==> config.mk <==
export PLATFORM = sky130hd
export DESIGN_NAME = regfile_arbiter
export DESIGN_NICKNAME = d
export VERILOG_FILES = /design/src/rtl/regfile_arbiter.sv
export SDC_FILE = /design/constraint.sdc
export NUM_CORES = 1
export LEC_CHECK = 0
export ABC_AREA = 1
export BUFFER_PORTS_ARGS = -buffer_cell sky130_fd_sc_hd__clkbuf_2
export CAP_MARGIN = 5
export CELL_PAD_IN_SITES_DETAIL_PLACEMENT = 0
export CELL_PAD_IN_SITES_GLOBAL_PLACEMENT = 1
export CORE_MARGIN = 10
export CORE_UTILIZATION = 25
export CTS_CLUSTER_SIZE = 20
export DETAILED_ROUTE_END_ITERATION = 7
export PLACE_DENSITY_LB_ADDON = 0.1
export SYNTH_ARGS = -nofsm -noshare
export SYNTH_HDL_FRONTEND = slang
export SYNTH_SLANG_ARGS = --single-unit
==> constraint.sdc <==
create_clock -name clk -period 1.7 [get_ports clk]
set_input_delay 0.085 -clock clk [delete_from_list [all_inputs] [get_ports clk]]
set_output_delay 0.085 -clock clk [all_outputs]
set_load 0.02 [all_outputs]
==> src/rtl/regfile_arbiter.sv <==
// regfile_arbiter
//   Two-requester round-robin front end for a 32 x 8-bit register file.
//   One command is in flight at a time. A granted command walks through
//   ISSUE (register file strobe), CAPTURE (read data returns) and RESP
//   (one-cycle ack to the owner), then the arbiter is free again.
//
// Ports
//   clk, rst                  rising-edge clock, async active-high reset
//   a_req/a_we/a_addr/a_wdata requester A command (we: 1 = write, 0 = read)
//   a_gnt                     A command accepted this cycle (IDLE only)
//   a_ack, a_rdata            A completion pulse and held read result
//   b_*                       same set for requester B
//   busy                      high whenever a command is in flight
//   rf_valid                  register file {write, read1, read2} strobes
//   rf_read_addr_1            read port 1 address (captured addr)
//   rf_read_addr_2            unused read port, tied to 0
//   rf_write_addr/_data       write port address and data (captured command)
//   rf_read_1                 registered read port 1 data from the register file
//
// Build option
//   REGFILE_ARB_REG0_PROTECT_EN: writes to address 0 complete and are acked
//   but never strobe the register file, so register 0 stays 0.

module regfile_arbiter (
  input  logic       clk,
  input  logic       rst,
  input  logic       a_req,
  input  logic       a_we,
  input  logic [4:0] a_addr,
  input  logic [7:0] a_wdata,
  output logic       a_gnt,
  output logic       a_ack,
  output logic [7:0] a_rdata,
  input  logic       b_req,
  input  logic       b_we,
  input  logic [4:0] b_addr,
  input  logic [7:0] b_wdata,
  output logic       b_gnt,
  output logic       b_ack,
  output logic [7:0] b_rdata,
  output logic       busy,
  output logic [2:0] rf_valid,
  output logic [4:0] rf_read_addr_1,
  output logic [4:0] rf_read_addr_2,
  output logic [4:0] rf_write_addr,
  output logic [7:0] rf_write_data,
  input  logic [7:0] rf_read_1
);

  typedef enum logic [1:0] {
    StIdle    = 2'd0,
    StIssue   = 2'd1,
    StCapture = 2'd2,
    StResp    = 2'd3
  } state_e;

  state_e     r_state;
  state_e     w_state_next;

  // Captured command; r_owner_b marks which requester owns it.
  logic       r_we;
  logic [4:0] r_addr;
  logic [7:0] r_wdata;
  logic       r_owner_b;
  // Last requester granted; resets to B so A wins the first tie.
  logic       r_last_b;

  logic [7:0] r_a_rdata;
  logic [7:0] r_b_rdata;

  logic       w_a_gnt;
  logic       w_b_gnt;
  logic       w_xfer;
  logic       w_a_ack;
  logic       w_b_ack;
  logic       w_busy;
  logic [2:0] w_rf_valid;
  logic       w_wr_en;

`ifdef REGFILE_ARB_REG0_PROTECT_EN
  assign w_wr_en = (r_addr != 5'd0);
`else
  assign w_wr_en = 1'b1;
`endif

  // State register
  always_ff @(posedge clk or posedge rst) begin
    if (rst) begin
      r_state <= StIdle;
    end else begin
      r_state <= w_state_next;
    end
  end

  // Next state, grants, strobes and acks
  always_comb begin
    w_state_next = r_state;
    w_a_gnt      = 1'b0;
    w_b_gnt      = 1'b0;
    w_a_ack      = 1'b0;
    w_b_ack      = 1'b0;
    w_busy       = 1'b1;
    w_rf_valid   = 3'b000;
    unique case (r_state)
      StIdle: begin
        w_busy  = 1'b0;
        // On a tie the requester not granted last wins.
        w_a_gnt = a_req & (~b_req | r_last_b);
        w_b_gnt = b_req & (~a_req | ~r_last_b);
        if (w_a_gnt || w_b_gnt) begin
          w_state_next = StIssue;
        end
      end
      StIssue: begin
        w_rf_valid   = r_we ? {w_wr_en, 2'b00} : 3'b010;
        w_state_next = StCapture;
      end
      StCapture: begin
        w_state_next = StResp;
      end
      StResp: begin
        w_a_ack      = ~r_owner_b;
        w_b_ack      = r_owner_b;
        w_state_next = StIdle;
      end
      default: begin
        w_state_next = StIdle;
      end
    endcase
  end

  assign w_xfer = w_a_gnt | w_b_gnt;

  // Command capture on the transfer edge
  always_ff @(posedge clk or posedge rst) begin
    if (rst) begin
      r_we      <= 1'b0;
      r_addr    <= 5'd0;
      r_wdata   <= 8'd0;
      r_owner_b <= 1'b0;
      r_last_b  <= 1'b1;
    end else if (w_xfer) begin
      r_we      <= w_b_gnt ? b_we    : a_we;
      r_addr    <= w_b_gnt ? b_addr  : a_addr;
      r_wdata   <= w_b_gnt ? b_wdata : a_wdata;
      r_owner_b <= w_b_gnt;
      r_last_b  <= w_b_gnt;
    end
  end

  // Read data is registered in the register file during ISSUE, so it is
  // present on rf_read_1 throughout CAPTURE.
  always_ff @(posedge clk or posedge rst) begin
    if (rst) begin
      r_a_rdata <= 8'd0;
      r_b_rdata <= 8'd0;
    end else if (r_state == StCapture && !r_we) begin
      if (r_owner_b) begin
        r_b_rdata <= rf_read_1;
      end else begin
        r_a_rdata <= rf_read_1;
      end
    end
  end

  assign a_gnt          = w_a_gnt;
  assign b_gnt          = w_b_gnt;
  assign a_ack          = w_a_ack;
  assign b_ack          = w_b_ack;
  assign a_rdata        = r_a_rdata;
  assign b_rdata        = r_b_rdata;
  assign busy           = w_busy;
  assign rf_valid       = w_rf_valid;
  assign rf_read_addr_1 = r_addr;
  assign rf_read_addr_2 = 5'd0;
  assign rf_write_addr  = r_addr;
  assign rf_write_data  = r_wdata;

endmodule

==> results of run 1 <==
[cells by family after synthesis]
group | after synthesis | share of synthesized area (%)
buf+inv | 70 | 18.6
other cells | 1 | 0.203
compound gates | 20 | 5.55
flops | 34 | 46.1
simple gates | 102 | 26.9
fa+ha+maj | 4 | 2.71
[critical path, delay by kind of cell (launching register included)]
family / cells / cell delay, ps
fa+ha+maj: 1 / 170
buf+inv: 4 / 440
flops: 1 / 400
simple gates: 2 / 160
[sequential cells by signal, indices dropped and copies added, names as in the netlist]
name / count
a_rdata: 8
b_rdata: 8
r_last_b: 1
r_owner_b: 1
r_state: 2
r_we: 1
rf_read_addr_1: 5
rf_write_data: 8
[Yosys cell counts]
cell type and number:
clkinv_4 1, ha_1 4, nand2_2 11, nand2_4 2, clkinv_1 1, dfstp_2 1
nand2_8 2, buf_12 1, a21oi_1 1, conb_1 1, inv_6 1, o21a_1 1
nor2_1 3, nand3_1 30, inv_1 49, dfrtp_1 33, o21ai_0 18, nor3_1 1
buf_4 13, nand2_1 53, buf_2 4
[stage by stage]
| stage | hold WS, ps | cells | total power, mW | setup WS (ps) | util, % |
|---|---|---|---|---|---|
| after detailed placement | 201 | 401 | 3.80 | 215 | 31.7 |
| after global routing | 42.0 | 410 | 5.08 | 35.8 | 33.9 |
| after CTS | 36.7 | 410 | 4.75 | 46.1 | 33.7 |
| after floorplan | 226 | 236 | 3.15 | 349 | - |
| after global placement | 204 | 401 | 3.80 | 263 | 31.7 |
| final | 38.8 | 410 | 4.66 | 157 | 33.9 |
[metal layers]
metal | GRT usage, % | vias to the layer above | wire (um)
li1 | - | 830 | -
met1 | 9.95 | 653 | 2220
met2 | 14.8 | 56 | 2230
met3 | 4.47 | 4 | 498
met4 | 2.61 | 0 | 34
met5 | 0 | - | 0
[power by group]
group	leakage, nW	switching [mW]	internal [mW]
registers	0.415	0.271	1.23
logic	0.989	1.49	0.755
clock network	0.0683	0.322	0.588
total	1.47	2.09	2.57
[area by class of cell]
type | instances | area share (%)
Timing Repair Buffer | 85 | 18.0
Inverter | 52 | 8.40
Clock buffer | 5 | 2.82
Sequential cell | 34 | 34.9
Clock inverter | 3 | 2.82
Tap cell | 99 | 5.07
Multi-Input combinational cell | 132 | 28.0
[final timing paths]
check	startpoint	endpoint	slack, ps	cells after the start
min reg2reg	b_rdata[5]$_DFFE_PP0P_	b_rdata[5]$_DFFE_PP0P_	490	2
min in group asynchronous	rst	rf_write_data[1]$_DFFE_PP0P_	420	4
max reg2reg	r_state[1]$_DFFE_PP0P_	rf_read_addr_1[3]$_DFFE_PP0P_	300	9
min	rf_read_1[3]	a_rdata[3]$_DFFE_PP0P_	40	3
max	r_state[0]$_DFFE_PP0P_	b_gnt	160	7
max in group asynchronous	rst	r_last_b$_DFFE_PP1P_	930	4
[what timing repair did]
| item | 4_1_cts | 5_1_grt |
|---|---|---|
| setup endpoints to repair | 0 | 2 |
| resized for setup | 0 | 3 |
| hold buffers | 1 | 0 |
| hold endpoints to repair | 33 | 0 |
==> qor.yml, run 1 <==
worst_setup_path:
  end_kind: "primary output"
  max_stage_delay_ps: 400
  crit_slowest_cell: "dfrtp_1"
  required_ps: 1620
  path_class: "flop to primary output"
  crit_chain: "inv_1, ha_4, nand2_2, clkinv_4, nand2_8, inv_1, buf_2"
  crit_top_cell: "inv_1"
  crit_arrival_ps: 1460
  start_kind: "flop"
  cp_max_fo: 18
die:
  start_util_pct: 25.6
  core_area_sq_um: 7210
  die_w_um: 106
  die-height_um: 106
  io_pins: 87
  rows: 31
  dieArea_sq_um: 11200
global_routing:
  overflow: 0
  track_usage_pct: 8.94
  grt_pass1_vias: 1754
  antenna_found_initial: 0
  grt_max_degree: 35
  grt_pass1_wl_um: 8250
cts:
  clk_latency_ps: 290
  cts.sinks: 34
  clk_pin_slew_ps: 80
  cts_setup_buffers: 0
  cts_buffers: 5
  cts_buffer_depth: 2
  htree_num_levels: 2
  cts_tree: "yes"
  clockRootBuffer: "clkbuf_8"
finish:
  diodes: 0
  seq_area_sq_um: 852
  multi_input_comb_area_sq_um: 684
  fin_nets: 354
  layout_common_cells: "79 x clkbuf_2, 53 x nand2_1, 49 x inv_1, 33 x dfrtp_1, 30 x nand3_1"
  final_common_cell: "clkbuf_2"
  drive_gt1_share_pct: 35.7
  final_area_sq_um: 2440
  n_fill_cell: 814
  area_growth_pct: 32.2
timing:
  hold_violations: 0
  fin_crit_ps: 1540
  layout_worst_path_cycle_share_pct: 90.8
  fin_tns_setup_ps: 0
  grt_setup_unrepaired: "no"
  drv_slew: 0
  fmax_mhz: 648
  clock_skew_ps: 6.89
  setup_viol: 0
logic_synthesis:
  syn_area_per_cell_sq_um: 8.00
  ys_ff_latch: 34
  yosysSeqAreaShare_pct: 46.1
  synth_warnings: 0
  syn_inst: 231
  synth_top_area_share_pct: 44.7
  netlist.top_cell.by_area: "dfrtp_1"
  netlist_top_cells_area: "dfrtp_1 45%, nand2_1 11%, inv_1 10%"
  yosysUniqueCellTypes: 21
  netlist_area_sq_um: 1850
place:
  portBuffers: 80
  finalWeightedCongestion: 0.662
  post_dp_cell_area_sq_um: 2280
  hpwl_um: 3910
route:
  drt_iter0_drc: 45
  ant_nets: 0
  drt_wl_total_um: 4980
  first_pass_iters: 4
  route.detailed.drc: 0
  avgViaCountPerCell: 3.76
  vias: 1543
  wire_per_inst_um: 12.2
pwr:
  leakagePower_nw: 1.47
  irDropWorstVdd_mv: 0.697
  pwr_density_cell_nw_per_um2: 1910
run_status:
  run_status: "finished clean"
worst_hold_path:
  worstHoldPathType: "primary input to flop"
flow_run:
  drv_cap: 0
No activity file was read; power rests on OpenSTA's default activity.
==> run 2: changes to the inputs <==
--- a/config.mk
+++ b/config.mk
@@ -7,7 +7,7 @@
 export LEC_CHECK = 0
 export ABC_AREA = 1
 export BUFFER_PORTS_ARGS = -buffer_cell sky130_fd_sc_hd__clkbuf_2
-export CAP_MARGIN = 5
+export CAP_MARGIN = 25
 export CELL_PAD_IN_SITES_DETAIL_PLACEMENT = 0
 export CELL_PAD_IN_SITES_GLOBAL_PLACEMENT = 1
 export CORE_MARGIN = 10
==> constraint.sdc (replaced) <==
create_clock -name clk -period 1.95 [get_ports clk]
set_input_delay 0.0975 -clock clk [delete_from_list [all_inputs] [get_ports clk]]
set_output_delay 0.0975 -clock clk [all_outputs]
set_load 0.02 [all_outputs]
==> qor.yml, run 2 (synthesized netlist as in run 1, its figures left out) <==
run_status:
  run_status: "finished clean"
finish:
  final_common_cell: "clkbuf_2"
  area_growth_pct: 28.8
  drive_gt1_share_pct: 35.2  # -0.53 points
  fin_cells: 409  # -0.24%
  layout_common_cells: "80 x clkbuf_2, 53 x nand2_1, 49 x inv_1, 33 x dfrtp_1, 30 x nand3_1"
  fin_nets: 353  # -0.28%
  diodes: 0  # unchanged
timing:
  fin_crit_ps: 1710
  drv_slew: 0  # unchanged
  setup_viol: 0  # unchanged
  fin_hold_ws_ps: 51.4  # +12.6 ps
  hold_violations: 0  # unchanged
  layout_worst_path_cycle_share_pct: 87.9
  clock_skew_ps: 5.89  # -0.996 ps
  fmax_mhz: 584
  fin_tns_setup_ps: 0  # unchanged
  grt_setup_unrepaired: "no"
global_routing:
  overflow: 0  # unchanged
  antenna_found_initial: 0  # unchanged
  grt_max_degree: 35  # unchanged
  grt_pass1_wl_um: 8510  # +3.2%
  track_usage_pct: 9.27  # +0.33 points
  grt_pass1_vias: 1715  # -2.2%
worst_setup_path:
  crit_top_cell: "inv_1"
  cp_max_fo: 18  # unchanged
  rr_worst_depth: 9  # unchanged
  crit_family: "buffers and inverters"
  crit_chain: "inv_1, ha_1, nand2_2, clkinv_4, nand2_8, inv_1, clkbuf_2"
  crit_arrival_ps: 1620  # +160 ps
  end_kind: "primary output"
  start_kind: "flop"
  required_ps: 1850  # +230 ps
  crit_slowest_cell: "dfrtp_1"
  worstReg2RegStart: "r_state[0]$_DFFE_PP0P_"
  r2r_setup_slack_ps: 380  # +80 ps
  path_buf_inv: 4  # unchanged
  path_class: "flop to primary output"
  crit_cells: 7  # unchanged
  worstReg2RegEnd: "rf_read_addr_1[1]$_DFFE_PP0P_"
  max_stage_delay_ps: 400  # about the same
pwr:
  leakagePower_nw: 1.45  # -1.9%
  p_switching_mw: 1.81  # -13%
  power.share.switching_pct: 47.7  # +2.9 points
  seqPwrFrac_pct: 34.3  # +2.1 points
  p_int_mw: 1.99  # -23%
  clockPowerShare_pct: 14.7  # -4.8 points
  pwr_density_cell_nw_per_um2: 1600  # -16%
  p_comb_share_pct: 51.0  # +2.7 points
  irDropWorstVdd_mv: 0.673  # -3.4%
cts:
  cts_setup_buffers: 0  # unchanged
  cts.sinks: 34  # unchanged
  clk_pin_slew_ps: 70  # about the same
  clockRootBuffer: "clkbuf_8"
  htree_num_levels: 2  # unchanged
  cts_buffer_depth: 2  # unchanged
  cts_buffers: 5  # unchanged
  clk_latency_ps: 290  # about the same
  cts_resized: 0  # unchanged
  cts_tree: "yes"
die:
  dieArea_sq_um: 11200  # unchanged
  rows: 31  # unchanged
  die_w_um: 106  # unchanged
  die-height_um: 106  # unchanged
  start_util_pct: 25.6  # unchanged
  core_area_sq_um: 7210  # unchanged
  io_pins: 87  # unchanged
route:
  drt_iter0_drc: 26  # -42%
  avgViaCountPerCell: 3.86  # +2.5%
  first_pass_iters: 3  # -1
  vias: 1578  # +2.3%
  drt_wl_total_um: 5120  # +2.8%
  wire_per_inst_um: 12.5  # +3.0%
  ant_nets: 0  # unchanged
  route.detailed.drc: 0  # unchanged
place:
  hpwl_um: 4030  # +3.0%
  portBuffers: 80  # unchanged
  dp_cells: 400  # -0.25%
  finalWeightedCongestion: 0.687  # +3.8%
worst_hold_path:
  worstHoldPathType: "primary input to flop"
  whs_endpoint: "b_rdata[7]$_DFFE_PP0P_"
  holdPathStages: 3  # unchanged
  min_from: "rf_read_1[7]"
flow_run:
  drv_cap: 0  # unchanged
==> run 2: area by class of cell <==
class / instances / area, sq um
Sequential cell: 34 / 852
Timing Repair Buffer: 84 / 433
Fill cell: 821 / 4830
Clock inverter: 2 / 12.5
Clock buffer: 6 / 82.6
Multi-Input combinational cell: 132 / 672
Tap cell: 99 / 124
Inverter: 52 / 205
==> run 2: layer usage <==
metal	vias up	global-route usage, %	part of all wire [%]
met3	7	4.47	10
met5	-	0	0
met4	0	3.19	0.90
met1	681	10.9	44
li1	832	-	-
met2	58	14.5	45
==> run 2: worst min-delay path: cells and delay by family <==
kind / cells / cell delay [ps]
buf+inv: 2 / 130
compound gates: 1 / 70
==> run 2: how the worst max path moves through the flow <==
stage                                 from                            end  slack, ps
floorplan           r_state[0]$_DFFE_PP0P_               r_we$_DFFE_PP0P_        600
global placement    r_state[1]$_DFFE_PP0P_  rf_read_addr_1[0]$_DFFE_PP0P_        420
detailed placement  r_state[1]$_DFFE_PP0P_  rf_read_addr_1[1]$_DFFE_PP0P_        370
CTS                 r_state[1]$_DFFE_PP0P_                          b_gnt        180
global route        r_state[0]$_DFFE_PP0P_                          b_gnt         90
finish              r_state[1]$_DFFE_PP0P_                          b_gnt        240
==> run 2: power by group through the flow <==
stage | Combinational (mW) | Clock (mW) | Sequential (mW)
2_1_floorplan | 1.10 | 0 | 1.65
3_3_place_gp | 1.97 | 0 | 1.33
3_5_place_dp | 1.99 | 0 | 1.32
4_1_cts | 2.00 | 0.591 | 1.31
5_1_grt | 2.18 | 0.613 | 1.36
6_report | 1.94 | 0.559 | 1.31
==> run 2: through the flow <==
stage	utilization (%)	setup WS [ps]	power [mW]	instance area [sq um]
after floorplan	-	599	2.75	1870
after global placement	31.5	423	3.30	2280
after detailed placement	31.5	365	3.32	2280
after CTS	33.0	177	3.90	2380
after global routing	33.0	93.2	4.15	2380
final	33.0	236	3.80	2380
==> run 2: timing repair <==
action,CTS,global route
setup endpoints to repair,0,0
hold buffers,1,0
hold endpoints to repair,33,0
==> run 3: changes to the inputs <==
--- a/config.mk
+++ b/config.mk
@@ -8,7 +8,7 @@
 export ABC_AREA = 1
 export BUFFER_PORTS_ARGS = -buffer_cell sky130_fd_sc_hd__clkbuf_2
 export CAP_MARGIN = 25
-export CELL_PAD_IN_SITES_DETAIL_PLACEMENT = 0
+export CELL_PAD_IN_SITES_DETAIL_PLACEMENT = 1
 export CELL_PAD_IN_SITES_GLOBAL_PLACEMENT = 1
 export CORE_MARGIN = 10
 export CORE_UTILIZATION = 25
==> qor.yml, run 3 (synthesized netlist as in run 1, its figures left out) <==
cts:
  cts_setup_buffers: 0  # unchanged
  htree_num_levels: 2  # unchanged
  cts_tree: "yes"
  cts_buffers: 5  # unchanged
  cts_buffer_depth: 2  # unchanged
  cts_hold_buf: 1  # unchanged
  clk_pin_slew_ps: 70  # about the same
  cts_resized: 0  # unchanged
  cts.sinks: 34  # unchanged
  clockRootBuffer: "clkbuf_8"
  clk_latency_ps: 280  # about the same
timing:
  grt_setup_unrepaired: "no"
  hold_violations: 0  # unchanged
  drv_slew: 0  # unchanged
  clock_skew_ps: 3.74  # -2.15 ps
  setup_viol: 0  # unchanged
  fin_tns_setup_ps: 0  # unchanged
  fmax_mhz: 582  # -0.32%
  fin_crit_ps: 1720  # +5.58 ps
  layout_worst_path_cycle_share_pct: 88.2  # +0.29 points
  fin_hold_ws_ps: 57.2  # +5.86 ps
global_routing:
  grt_pass1_vias: 1827  # +6.5%
  track_usage_pct: 9.61  # +0.34 points
  overflow: 0  # unchanged
  antenna_found_initial: 0  # unchanged
  grt_max_degree: 35  # unchanged
  grt_pass1_wl_um: 8830  # +3.7%
route:
  first_pass_iters: 3  # unchanged
  route.detailed.drc: 0  # unchanged
  drt_wl_total_um: 5320  # +3.9%
  ant_nets: 0  # unchanged
  avgViaCountPerCell: 3.90  # +1.2%
  vias: 1597  # +1.2%
  drt_iter0_drc: 19  # -27%
  wire_per_inst_um: 13.0  # +3.9%
worst_setup_path:
  worstReg2RegStart: "r_state[0]$_DFFE_PP0P_"
  crit_chain: "inv_1, ha_1, nand2_2, clkinv_4, nand2_8, inv_1, clkbuf_2"
  path_class: "flop to primary output"
  cp_max_fo: 18  # unchanged
  max_stage_delay_ps: 400  # about the same
  worstReg2RegEnd: "rf_read_addr_1[1]$_DFFE_PP0P_"
  r2r_setup_slack_ps: 370  # about the same
  crit_slowest_cell: "dfrtp_1"
  end_kind: "primary output"
  required_ps: 1850  # about the same
  crit_top_cell: "inv_1"
  crit_arrival_ps: 1620  # about the same
  rr_worst_depth: 9  # unchanged
  start_kind: "flop"
finish:
  layout_common_cells: "80 x clkbuf_2, 53 x nand2_1, 49 x inv_1, 33 x dfrtp_1, 30 x nand3_1"
  fin_nets: 353  # unchanged
  drive_gt1_share_pct: 35.2  # unchanged
  diodes: 0  # unchanged
  area_growth_pct: 28.8  # unchanged
  final_common_cell: "clkbuf_2"
  n_fill_cell: 909  # +11%
  fin_util_pct: 33.0  # unchanged
place:
  finalWeightedCongestion: 0.687  # unchanged
  portBuffers: 80  # unchanged
  hpwl_um: 4320  # +7.3%
pwr:
  leakagePower_nw: 1.45  # unchanged
  pwr_density_cell_nw_per_um2: 1600  # about the same
  irDropWorstVdd_mv: 0.563  # -16%
flow_run:
  drv_cap: 0  # unchanged
die:
  die-height_um: 106  # unchanged
  dieArea_sq_um: 11200  # unchanged
  io_pins: 87  # unchanged
  rows: 31  # unchanged
  start_util_pct: 25.6  # unchanged
  core_area_sq_um: 7210  # unchanged
  die_w_um: 106  # unchanged
run_status:
  run_status: "finished clean"
worst_hold_path:
  holdPathStages: 3  # unchanged
  worstHoldPathType: "primary input to flop"
  whs_endpoint: "b_rdata[4]$_DFFE_PP0P_"
  min_from: "rf_read_1[4]"
==> run 3: metal layers <==
layer | up-vias | part of all wire (%) | GRT usage, %
li1 | 827 | - | -
met1 | 707 | 44 | 11.1
met2 | 56 | 45 | 15.5
met3 | 7 | 9.1 | 4.47
met4 | 0 | 1.2 | 3.19
met5 | - | 0 | 0
==> run 3: how the worst max path moves through the flow <==
stage,from,cells past startpoint,endpoint
CTS,r_state[1]$_DFFE_PP0P_,7,b_gnt
detailed placement,r_state[0]$_DFFE_PP0P_,9,rf_read_addr_1[1]$_DFFE_PP0P_
floorplan,r_state[0]$_DFFE_PP0P_,9,r_we$_DFFE_PP0P_
finish,r_state[0]$_DFFE_PP0P_,7,b_gnt
global placement,r_state[1]$_DFFE_PP0P_,9,rf_read_addr_1[0]$_DFFE_PP0P_
global route,r_state[0]$_DFFE_PP0P_,7,b_gnt
==> run 3: critical path, delay by kind of cell, from the launching register on <==
family	cells	cell delay (ps)
buffers and inverters	4	490
adders and majority gates	1	230
DFF	1	400
and+or+nand+nor	2	210
==> run 3: area by class of cell <==
| cell class | instances | area (sq um) | area share [%] |
|---|---|---|---|
| clock buffers | 6 | 82.6 | 3.47 |
| clock inverters | 2 | 12.5 | 0.525 |
| inverters | 52 | 205 | 8.62 |
| multi-input cells | 132 | 672 | 28.2 |
| flip-flops and latches | 34 | 852 | 35.8 |
| well taps | 99 | 124 | 5.20 |
| repair buffers | 84 | 433 | 18.2 |
==> run 3: through the flow <==
step / area (sq um) / total power, mW / std cells / setup WS [ps]
floorplan: 1870 / 2.75 / 236 / 599
CTS: 2380 / 3.91 / 409 / 188
finish: 2380 / 3.80 / 409 / 231
detailed placement: 2280 / 3.33 / 400 / 355
global route: 2380 / 4.19 / 409 / 69.4
global placement: 2280 / 3.30 / 400 / 423
==> run 3: power by group <==
part	total, mW	switching, mW	internal [mW]
Clock	0.555	0.271	0.284
Sequential	1.30	0.232	1.07
Combinational	1.95	1.31	0.636
